$ cat config.mk
export PLATFORM = sky130hd
export DESIGN_NAME = sim_host_ctrl
export DESIGN_NICKNAME = d
export VERILOG_FILES = /design/src/rtl/sim_host_ctrl.sv
export SDC_FILE = /design/constraint.sdc
export NUM_CORES = 1
export LEC_CHECK = 0
export ABC_AREA = 1
export CORE_MARGIN = 2
export CORE_UTILIZATION = 56
export CTS_CLUSTER_SIZE = 16
export DETAILED_ROUTE_END_ITERATION = 16
export PLACE_DENSITY = 0.86
export SYNTH_ARGS = -nofsm -noshare
export SYNTH_HDL_FRONTEND = slang
export SYNTH_SLANG_ARGS = --single-unit
$ cat constraint.sdc
create_clock -name clk -period 4.63 [get_ports clk]
set_input_delay 0.6945 -clock clk [delete_from_list [all_inputs] [get_ports clk]]
set_output_delay 0.6945 -clock clk [all_outputs]
set_load 0.02 [all_outputs]
$ cat src/rtl/sim_host_ctrl.sv
// sim_host_ctrl
//   Simulation host controller. It watches the core's store bus for two magic
//   addresses: a store to FINISH_ADDR ends the run (data kept as finish_code),
//   and a store to CONSOLE_ADDR queues st_wdata[7:0] in a small console FIFO.
//   A watchdog aborts the run when no instruction retires for WDOG_LIMIT
//   cycles. Run statistics (cycles, retired instructions, dropped console
//   bytes) are kept for the host.
//
//   State table
//     RUN   | normal execution; stores decoded, watchdog armed
//     DRAIN | finish requested; waiting for the console FIFO to empty
//     DONE  | run ended normally (terminal until rst)
//     ABORT | run ended by the watchdog (terminal until rst)
//
// Ports
//   clk, rst                      clock, synchronous active-high reset
//   st_wen, st_addr, st_wdata     store bus snooped from the core
//   ret_valid[NUM_RET]            per-channel instruction-retired strobes
//   con_valid, con_data, con_ready  console byte stream (valid/ready)
//   finish, finish_code           normal end of run and its store data
//   wdog_abort                    run ended by watchdog
//   cycle_cnt, ret_cnt, con_drop  run statistics
module sim_host_ctrl #(
  parameter int                XLEN         = 32,
  parameter logic [XLEN-1:0]   FINISH_ADDR  = 32'h1000_0000,
  parameter logic [XLEN-1:0]   CONSOLE_ADDR = 32'h0020_0000,
  parameter int                CON_DEPTH    = 8,
  parameter int                NUM_RET      = 2,
  parameter int                WDOG_LIMIT   = 1000
) (
  input  logic               clk,
  input  logic               rst,
  input  logic               st_wen,
  input  logic [XLEN-1:0]    st_addr,
  input  logic [XLEN-1:0]    st_wdata,
  input  logic [NUM_RET-1:0] ret_valid,
  output logic               con_valid,
  output logic [7:0]         con_data,
  input  logic               con_ready,
  output logic               finish,
  output logic [XLEN-1:0]    finish_code,
  output logic               wdog_abort,
  output logic [63:0]        cycle_cnt,
  output logic [63:0]        ret_cnt,
  output logic [15:0]        con_drop
);

  localparam int AW = $clog2(CON_DEPTH);
  localparam int PW = AW + 1;
  localparam int IW = $clog2(WDOG_LIMIT + 1);

  typedef enum logic [1:0] {RUN, DRAIN, DONE, ABORT} state_t;

  state_t          state_q, state_d;
  logic [IW-1:0]   idle_q;
  logic [PW-1:0]   wr_ptr, rd_ptr;
  logic [PW-1:0]   count;
  logic [7:0]      mem [CON_DEPTH];
  logic            finish_q, wdog_q;

  logic            empty, full, pop, push_req, push, drop;
  logic            fin_req, active, drained, wdog_hit;
  logic [2:0]      ret_inc;

  assign count    = wr_ptr - rd_ptr;
  assign empty    = (wr_ptr == rd_ptr);
  assign full     = (count == PW'(CON_DEPTH));
  assign pop      = !empty && con_ready;
  assign push_req = (state_q == RUN) && st_wen && (st_addr == CONSOLE_ADDR);
  // A full FIFO still accepts a byte when the head leaves in the same cycle.
  assign push     = push_req && (!full || pop);
  assign drop     = push_req && full && !pop;
  assign fin_req  = (state_q == RUN) && st_wen && (st_addr == FINISH_ADDR);
  assign active   = (state_q == RUN) || (state_q == DRAIN);
  assign wdog_hit = (idle_q == IW'(WDOG_LIMIT));
  // No pushes happen outside RUN, so in DRAIN the FIFO is empty after this
  // edge if it is empty now or its last byte is popped this cycle.
  assign drained  = empty || ((count == PW'(1)) && pop);

  always_comb begin
    ret_inc = '0;
    for (int i = 0; i < NUM_RET; i++)
      ret_inc = ret_inc + 3'(ret_valid[i]);
  end

  always_comb begin
    state_d = state_q;
    case (state_q)
      RUN: begin
        if (fin_req)       state_d = DRAIN;
        else if (wdog_hit) state_d = ABORT;
      end
      DRAIN: begin
        if (drained) state_d = DONE;
      end
      default: state_d = state_q;
    endcase
  end

  always_ff @(posedge clk) begin
    if (rst) begin
      state_q     <= RUN;
      idle_q      <= '0;
      wr_ptr      <= '0;
      rd_ptr      <= '0;
      finish_q    <= 1'b0;
      wdog_q      <= 1'b0;
      finish_code <= '0;
      cycle_cnt   <= '0;
      ret_cnt     <= '0;
      con_drop    <= '0;
    end else begin
      state_q  <= state_d;
      finish_q <= (state_d == DONE);
      wdog_q   <= (state_d == ABORT);
      if (fin_req) finish_code <= st_wdata;
      if (state_q == RUN) begin
        if (|ret_valid)    idle_q <= '0;
        else if (!wdog_hit) idle_q <= idle_q + IW'(1);
      end
      if (active) begin
        cycle_cnt <= cycle_cnt + 64'd1;
        ret_cnt   <= ret_cnt + 64'(ret_inc);
      end
      if (push) wr_ptr <= wr_ptr + PW'(1);
      if (pop)  rd_ptr <= rd_ptr + PW'(1);
      if (drop && (con_drop != 16'hFFFF)) con_drop <= con_drop + 16'd1;
    end
  end

  always_ff @(posedge clk) begin
    if (push) mem[wr_ptr[AW-1:0]] <= st_wdata[7:0];
  end

  assign con_valid  = !empty;
  assign con_data   = empty ? 8'h00 : mem[rd_ptr[AW-1:0]];
  assign finish     = finish_q;
  assign wdog_abort = wdog_q;

endmodule

==> flow_summary.json, run 1 <==
{
  "timing_worst_setup_path_type": "flop to output port",
  "grt_pass1_wl_um": 63370,
  "tightest_slew_ps": 880.7,
  "hold_class": "flop to flop",
  "path_cells": "buf_4, inv_1, o21ai_0, o22ai_1, o21ai_0, a31oi_1, clkdlybuf4s50_1",
  "ant_nets": 0,
  "die_w_um": 156.5,
  "synth_area_sq_mm": 0.01302,
  "drtIter0Drc": 950,
  "finalSetupViolations": 0,
  "cts_buffers": 28,
  "vdd_drop_max_mv": 0.2608,
  "clockBufferDepth": 3,
  "antenna_found_initial": 0,
  "place_ws_ps": 1159,
  "outcome": "finished, final reports clean",
  "crit_buf_inv": 3,
  "grt_util_all_layers_pct": 31.89,
  "clock-sinks": 265,
  "post_cts_buffers": 0,
  "worst-endpoint-arrival_ps": 3160,
  "required_ps": 3940,
  "gp_congestion": 0.9545,
  "synth_cells": 1829,
  "cp-start-kind": "flop",
  "finalCritPeriodShare_pct": 83.23,
  "cts.clk_slew.worst_paths_ps": 60,
  "start_util_pct": 57.34,
  "clock_latency_ps": 550,
  "num_vias": 13400,
  "seq_power_share_pct": 47.7,
  "coreArea_sq_mm": 0.02271,
  "antenna_cells": 0,
  "first_pass_iters": 6,
  "rsz0062_at_grt": "no",
  "final_nets": 2164,
  "die-area_sq_mm": 0.02449,
  "drt_wl_total_um": 39520,
  "ys_ff_latch": 265,
  "ys_types": 38,
  "max_cap_viol_count": 0,
  "cp_slowest_stage_delay_ps": 690,
  "syn_nets": 1911,
  "critical_path_depth": 7,
  "combPwrFrac_pct": 6.9,
  "fin_setup_tns_ps": 0,
  "ys.flop_type": "dfxtp_1",
  "reg2reg_depth": 10,
  "regArea_sq_mm": 0.005946,
  "setup_slack_ps": 776.4,
  "dp.final_hpwl_um": 28390,
  "io_pins": 257,
  "worst_clock_skew_ps": 14.00,
  "synth_edf_count": 64,
  "multi_input_area_sq_mm": 0.006078,
  "die_h_um": 156.5,
  "avgViaCountPerCell": 5.611,
  "cts_hold_buffers": 0,
  "p_leak_nw": 6.236,
  "p_clk_share_pct": 45.4,
  "rows": 55,
  "power_density_mw_per_mm2": 298.9,
  "p_sw_mw": 1.172,
  "hold_violations": 0,
  "wl_per_cell_um": 16.54,
  "grt_pass1_vias": 12860,
  "gr-total-overflow": 0,
  "cp_slowest_cell": "inv_1",
  "cp_common_cell": "o21ai_0",
  "internal-power_mw": 3.845,
  "max_freq_ghz": 0.2595,
  "crit_fanout": 33,
  "end_kind": "output port",
  "ys_seq_area_share_pct": 45.66,
  "drive_above_1_share_pct": 3.707,
  "min_period_ps": 3854,
  "cp_top_family": "buffers and inverters",
  "drc": 0,
  "grt_max_degree": 69,
  "slew-limit-headroom_pct": 41.22,
  "htree_levels": 1,
  "fillers": 1760,
  "async_flop_share_pct": 0,
  "io_buffers": 256,
  "ys_warn_count": 0,
  "maxSlewViolCount": 0,
  "cts_tree": "built",
  "syn-mean-instance-area_sq_um": 7.119,
  "cts_resized": 0,
  "cts-root-buf": "clkbuf_16",
  "area_growth_pct": 28.91,
  "netSwitchingFraction_pct": 23.36,
  "holdPathStages": 2
}
[kinds of logic (layout without fill, tap and decap cells)]
family	Yosys count	after routing	synth area share, %
adder cells (fa/ha/maj)	12	12	1.268
AND/OR/NAND/NOR	1040	1040	34.58
flip-flops	265	265	45.66
AO/OA/AOI/OAI	219	219	8.792
buffers and inverters	263	538	7.677
XOR/XNOR	30	30	2.018
[metal layers]
layer  vias to the layer above  GRT usage, %  share of wire, %
li1                       6520             -                 -
met4                         0         11.31               2.8
met1                      6186         37.83                38
met2                       615         57.84                50
met3                        83         5.677               8.8
met5                         -             0                 0
[synth_stat cells, drive strengths merged, types with 2 or more instances]
| cell type | instances | area share (%) |
|---|---|---|
| a21oi | 96 | 3.7 |
| o21a | 3 | 0.17 |
| edfxtp | 64 | 15 |
| and2 | 4 | 0.19 |
| a31oi | 13 | 0.62 |
| dfxtp | 201 | 31 |
| o22ai | 8 | 0.38 |
| o21ai | 93 | 3.6 |
| xnor2 | 8 | 0.54 |
| xor2 | 22 | 1.5 |
| fa | 2 | 0.31 |
| o21bai | 4 | 0.23 |
| or2 | 4 | 0.19 |
| nand2 | 333 | 9.6 |
| nor2 | 392 | 12 |
| inv | 218 | 6.3 |
| clkbuf | 39 | 1.1 |
| nand3 | 115 | 4.5 |
| ha | 10 | 0.96 |
| nor3 | 102 | 4.0 |
| and3 | 3 | 0.14 |
| nand4 | 65 | 3.1 |
| buf | 6 | 0.27 |
| nor4 | 5 | 0.24 |
| nor3b | 8 | 0.46 |
| nand3b | 8 | 0.46 |
[stage by stage]
step | hold WS [ps] | cells | utilization [%] | instance area [sq um] | power (mW)
6_report | 464.9 | 2389 | 73.92 | 16790 | 5.017
5_1_grt | 499.9 | 2389 | 73.92 | 16790 | 5.154
4_1_cts | 470.6 | 2389 | 73.92 | 16790 | 5.021
3_5_place_dp | 461.1 | 2337 | 69.79 | 15850 | 2.780
3_3_place_gp | 456.0 | 2337 | 69.79 | 15850 | 2.769
2_1_floorplan | 448.4 | 1829 | - | 13020 | 2.624
[sequential cells by signal (all words and copies together) (netlist names), 4 cells and up, named ones only]
register	flops
cycle_cnt	64
mem	64
ret_cnt	64
finish_code	32
con_drop	16
idle_q	10
rd_ptr	4
wr_ptr	4
[cell type report]
type	instances	share of cell area, %
Sequential cell	265	35.42
Clock inverter	13	0.7976
Clock buffer	39	4.785
Multi-Input combinational cell	1301	36.21
Tap cell	285	2.124
Timing Repair Buffer	268	15.79
Inverter	218	4.875
[power groups by stage]
stage	registers (mW)	logic, mW	clock network [mW]
finish	2.39	0.346	2.28
floorplan	2.45	0.178	0
global placement	2.44	0.326	0
global route	2.39	0.380	2.38
CTS	2.39	0.343	2.29
detailed placement	2.44	0.337	0
[path summary, 6_finish.rpt]
check                                  from          end  slack (ps)
worst min register to register  con_drop[5]  con_drop[5]         460
worst max-delay path                   flop  con_data[4]         780
worst max register to register    wr_ptr[2]    mem[6][1]        1330
worst min-delay path            con_drop[5]  con_drop[5]         460
[cells in the final DEF, fill, tap and decap left out, drive strengths merged, types with 10 or more instances in the layout]
cell           synthesis  routed
inv                  218     218
dfxtp                201     201
a31oi                 13      13
nor3                 102     102
o21ai                 93      93
clkbuf                39      39
a21oi                 96      96
edfxtp                64      64
xor2                  22      22
nand2                333     333
nand3                115     115
ha                    10      10
nand4                 65      65
clkdlybuf4s50          0     255
nor2                 392     392
buf                    6      13
[tightest hold or removal path, cell delays in order, from the launching register on]
cell and delay (ps):
dfxtp_1 310, inv_1 60, a21oi_1 50
Power figures use the tool's default switching activity.
==> run 2: changes to the inputs <==
--- a/config.mk
+++ b/config.mk
@@ -7,10 +7,10 @@
 export LEC_CHECK = 0
 export ABC_AREA = 1
 export CORE_MARGIN = 2
-export CORE_UTILIZATION = 56
+export CORE_UTILIZATION = 52
 export CTS_CLUSTER_SIZE = 16
 export DETAILED_ROUTE_END_ITERATION = 16
-export PLACE_DENSITY = 0.86
+export PLACE_DENSITY = 0.8
 export SYNTH_ARGS = -nofsm -noshare
 export SYNTH_HDL_FRONTEND = slang
 export SYNTH_SLANG_ARGS = --single-unit
==> constraint.sdc (replaced) <==
create_clock -name clk -period 3.7 [get_ports clk]
set_input_delay 0.555 -clock clk [delete_from_list [all_inputs] [get_ports clk]]
set_output_delay 0.555 -clock clk [all_outputs]
set_load 0.02 [all_outputs]
==> run 2 against run 1 <==
  * Final cell count grew 1.6%
  * Global-route usage shrank 2.8 points
  * Via count shrank 2.0%
  * Die area grew 7.5%
  * First-iteration DRC count shrank 7.6%
  * Largest cell class unchanged
==> flow_summary.json, run 2 (synthesis gave the netlist of run 1 again) <==
{
  "clock_latency_ps": 550,
  "place_ws_ps": 268.2,
  "cp_common_cell": "o21ai_0",
  "rsz0062_at_grt": "no",
  "end_kind": "output port",
  "tightest_slew_ps": 1139,
  "drt_wl_total_um": 39030,
  "start_util_pct": 53.23,
  "grt_util_all_layers_pct": 29.07,
  "min_period_ps": 3409,
  "rows": 57,
  "cts_buffers": 27,
  "grt_pass1_wl_um": 62180,
  "die_w_um": 162.2,
  "cp_top_family": "buffers and inverters",
  "outcome": "finished, final reports clean",
  "avgViaCountPerCell": 5.412,
  "maxSlewViolCount": 0,
  "cp-start-kind": "flop",
  "wl_per_cell_um": 16.07,
  "crit_buf_inv": 2,
  "p_leak_nw": 6.232,
  "antenna_found_initial": 0,
  "gp_congestion": 0.9493,
  "finalCritPeriodShare_pct": 92.12,
  "clock-sinks": 265,
  "slew-limit-headroom_pct": 23.48,
  "cts.clk_slew.worst_paths_ps": 60,
  "io_buffers": 256,
  "cp_slowest_cell": "clkdlybuf4s50_1",
  "hold_violations": 0,
  "antenna_cells": 0,
  "die-area_sq_mm": 0.02632,
  "multi_input_area_sq_mm": 0.006078,
  "final_cell_mix": "nor2_1 (382), nand2_1 (333), clkdlybuf4s50_1 (255)",
  "coreArea_sq_mm": 0.02446,
  "cts-root-buf": "clkbuf_16",
  "area_growth_pct": 29.09,
  "drc": 0,
  "max_freq_ghz": 0.2934,
  "io_pins": 257,
  "first_pass_iters": 6,
  "num_vias": 13140,
  "crit_fanout": 17,
  "vdd_drop_max_mv": 0.2636,
  "htree_levels": 1,
  "cp_slowest_stage_delay_ps": 630,
  "regArea_sq_mm": 0.005947,
  "cts_tree": "built",
  "final_nets": 2165,
  "grt_max_degree": 68,
  "die_h_um": 162.2,
  "fin_area_sq_mm": 0.01681,
  "timing_worst_setup_path_type": "flop to output port",
  "drive_above_1_share_pct": 3.565,
  "dpl_cell_area_sq_mm": 0.01591,
  "dp.final_hpwl_um": 28600,
  "clockBufferDepth": 3,
  "drtIter0Drc": 878,
  "worst-endpoint-arrival_ps": 2850,
  "gr-total-overflow": 0,
  "finalSetupViolations": 0,
  "power_density_mw_per_mm2": 369.3,
  "required_ps": 3140,
  "fin_setup_tns_ps": 0,
  "path_cells": "inv_1, o21ai_0, o22ai_1, o21ai_0, a31oi_1, clkdlybuf4s50_1",
  "max_cap_viol_count": 0,
  "ant_nets": 0,
  "hold_class": "primary input to flop",
  "grt_pass1_vias": 12740,
  "worst_clock_skew_ps": 9.386,
  "fillers": 2054,
  "setup_slack_ps": 291.5,
  "final_common_cell": "nor2_1"
}
[run 2: cell types whose count changed in the layout (fill, tap and decap cells not counted), sizes merged]
cell	previous run	this run
clkinvlp	3	0
clkbuf	39	36
bufinv	2	3
clkinv	8	10
inv	218	219
buf	13	15
[run 2: path summary, 6_finish.rpt]
kind | startpoint | cells past startpoint | to | slack (ps)
setup / recovery | flop | 6 | con_data[3] | 290
hold / removal | rst | 2 | state_q[0] | 430
setup reg to reg | wr_ptr[0] | 10 | mem[1][3] | 380
hold reg to reg | con_drop[5] | 2 | con_drop[5] | 480
[run 2: final cells by class]
type / count / area share, %
timing repair buffer: 270 / 15.86
clock buffer: 36 / 4.399
sequential: 265 / 35.38
clock inverter: 14 / 0.9230
multi-input combinational: 1301 / 36.16
inverter: 218 / 4.868
tap: 324 / 2.412
[run 2: routing by layer]
layer  up-vias  wire length (um)  global-route usage, %  share of wire [%]
met2       565             18770                  50.54                 48
met1      5956             15300                  34.95                 39
met5         -                 0                      0                  0
met4         0              1741                  13.23                4.5
li1       6507                 -                      -                  -
met3       113              3217                  5.516                8.2
[run 2: metrics by stage]
stage / util [%] / instances / power [mW] / hold WS [ps]
final: 68.71 / 2428 / 6.208 / 428.3
after global routing: 68.71 / 2428 / 6.411 / 426.2
after CTS: 68.71 / 2428 / 6.241 / 402.6
after detailed placement: 65.05 / 2378 / 3.493 / 474.1
after global placement: 65.05 / 2378 / 3.478 / 461.3
after floorplan: - / 1829 / 3.283 / 448.4
[run 2: timing repair]
| action | 4_1_cts | 5_1_grt |
|---|---|---|
| setup endpoints to repair | 0 | 2 |
| resized for setup | 0 | 1 |
| buffers inserted | 0 | 0 |
| endpoints found under the hold margin | 0 | 0 |
| hold buffers | 0 | 0 |
[run 2: worst register-to-register path, stage by stage (launching register included)]
cell     delay [ps]
dfxtp_1         390
inv_1           100
ha_1            230
fa_1            420
nor2_1          160
nor3_1           80
nand2_1          70
nor2_1          120
nor2_1          290
nand2_1         190
nor3_1          900
[run 2: power by group]
part | switching (mW) | total (mW) | leakage (nW) | internal (mW)
sequential | 0.0201 | 3.00 | 2.20 | 2.98
combinational | 0.255 | 0.439 | 3.59 | 0.185
clock | 1.16 | 2.77 | 0.443 | 1.62
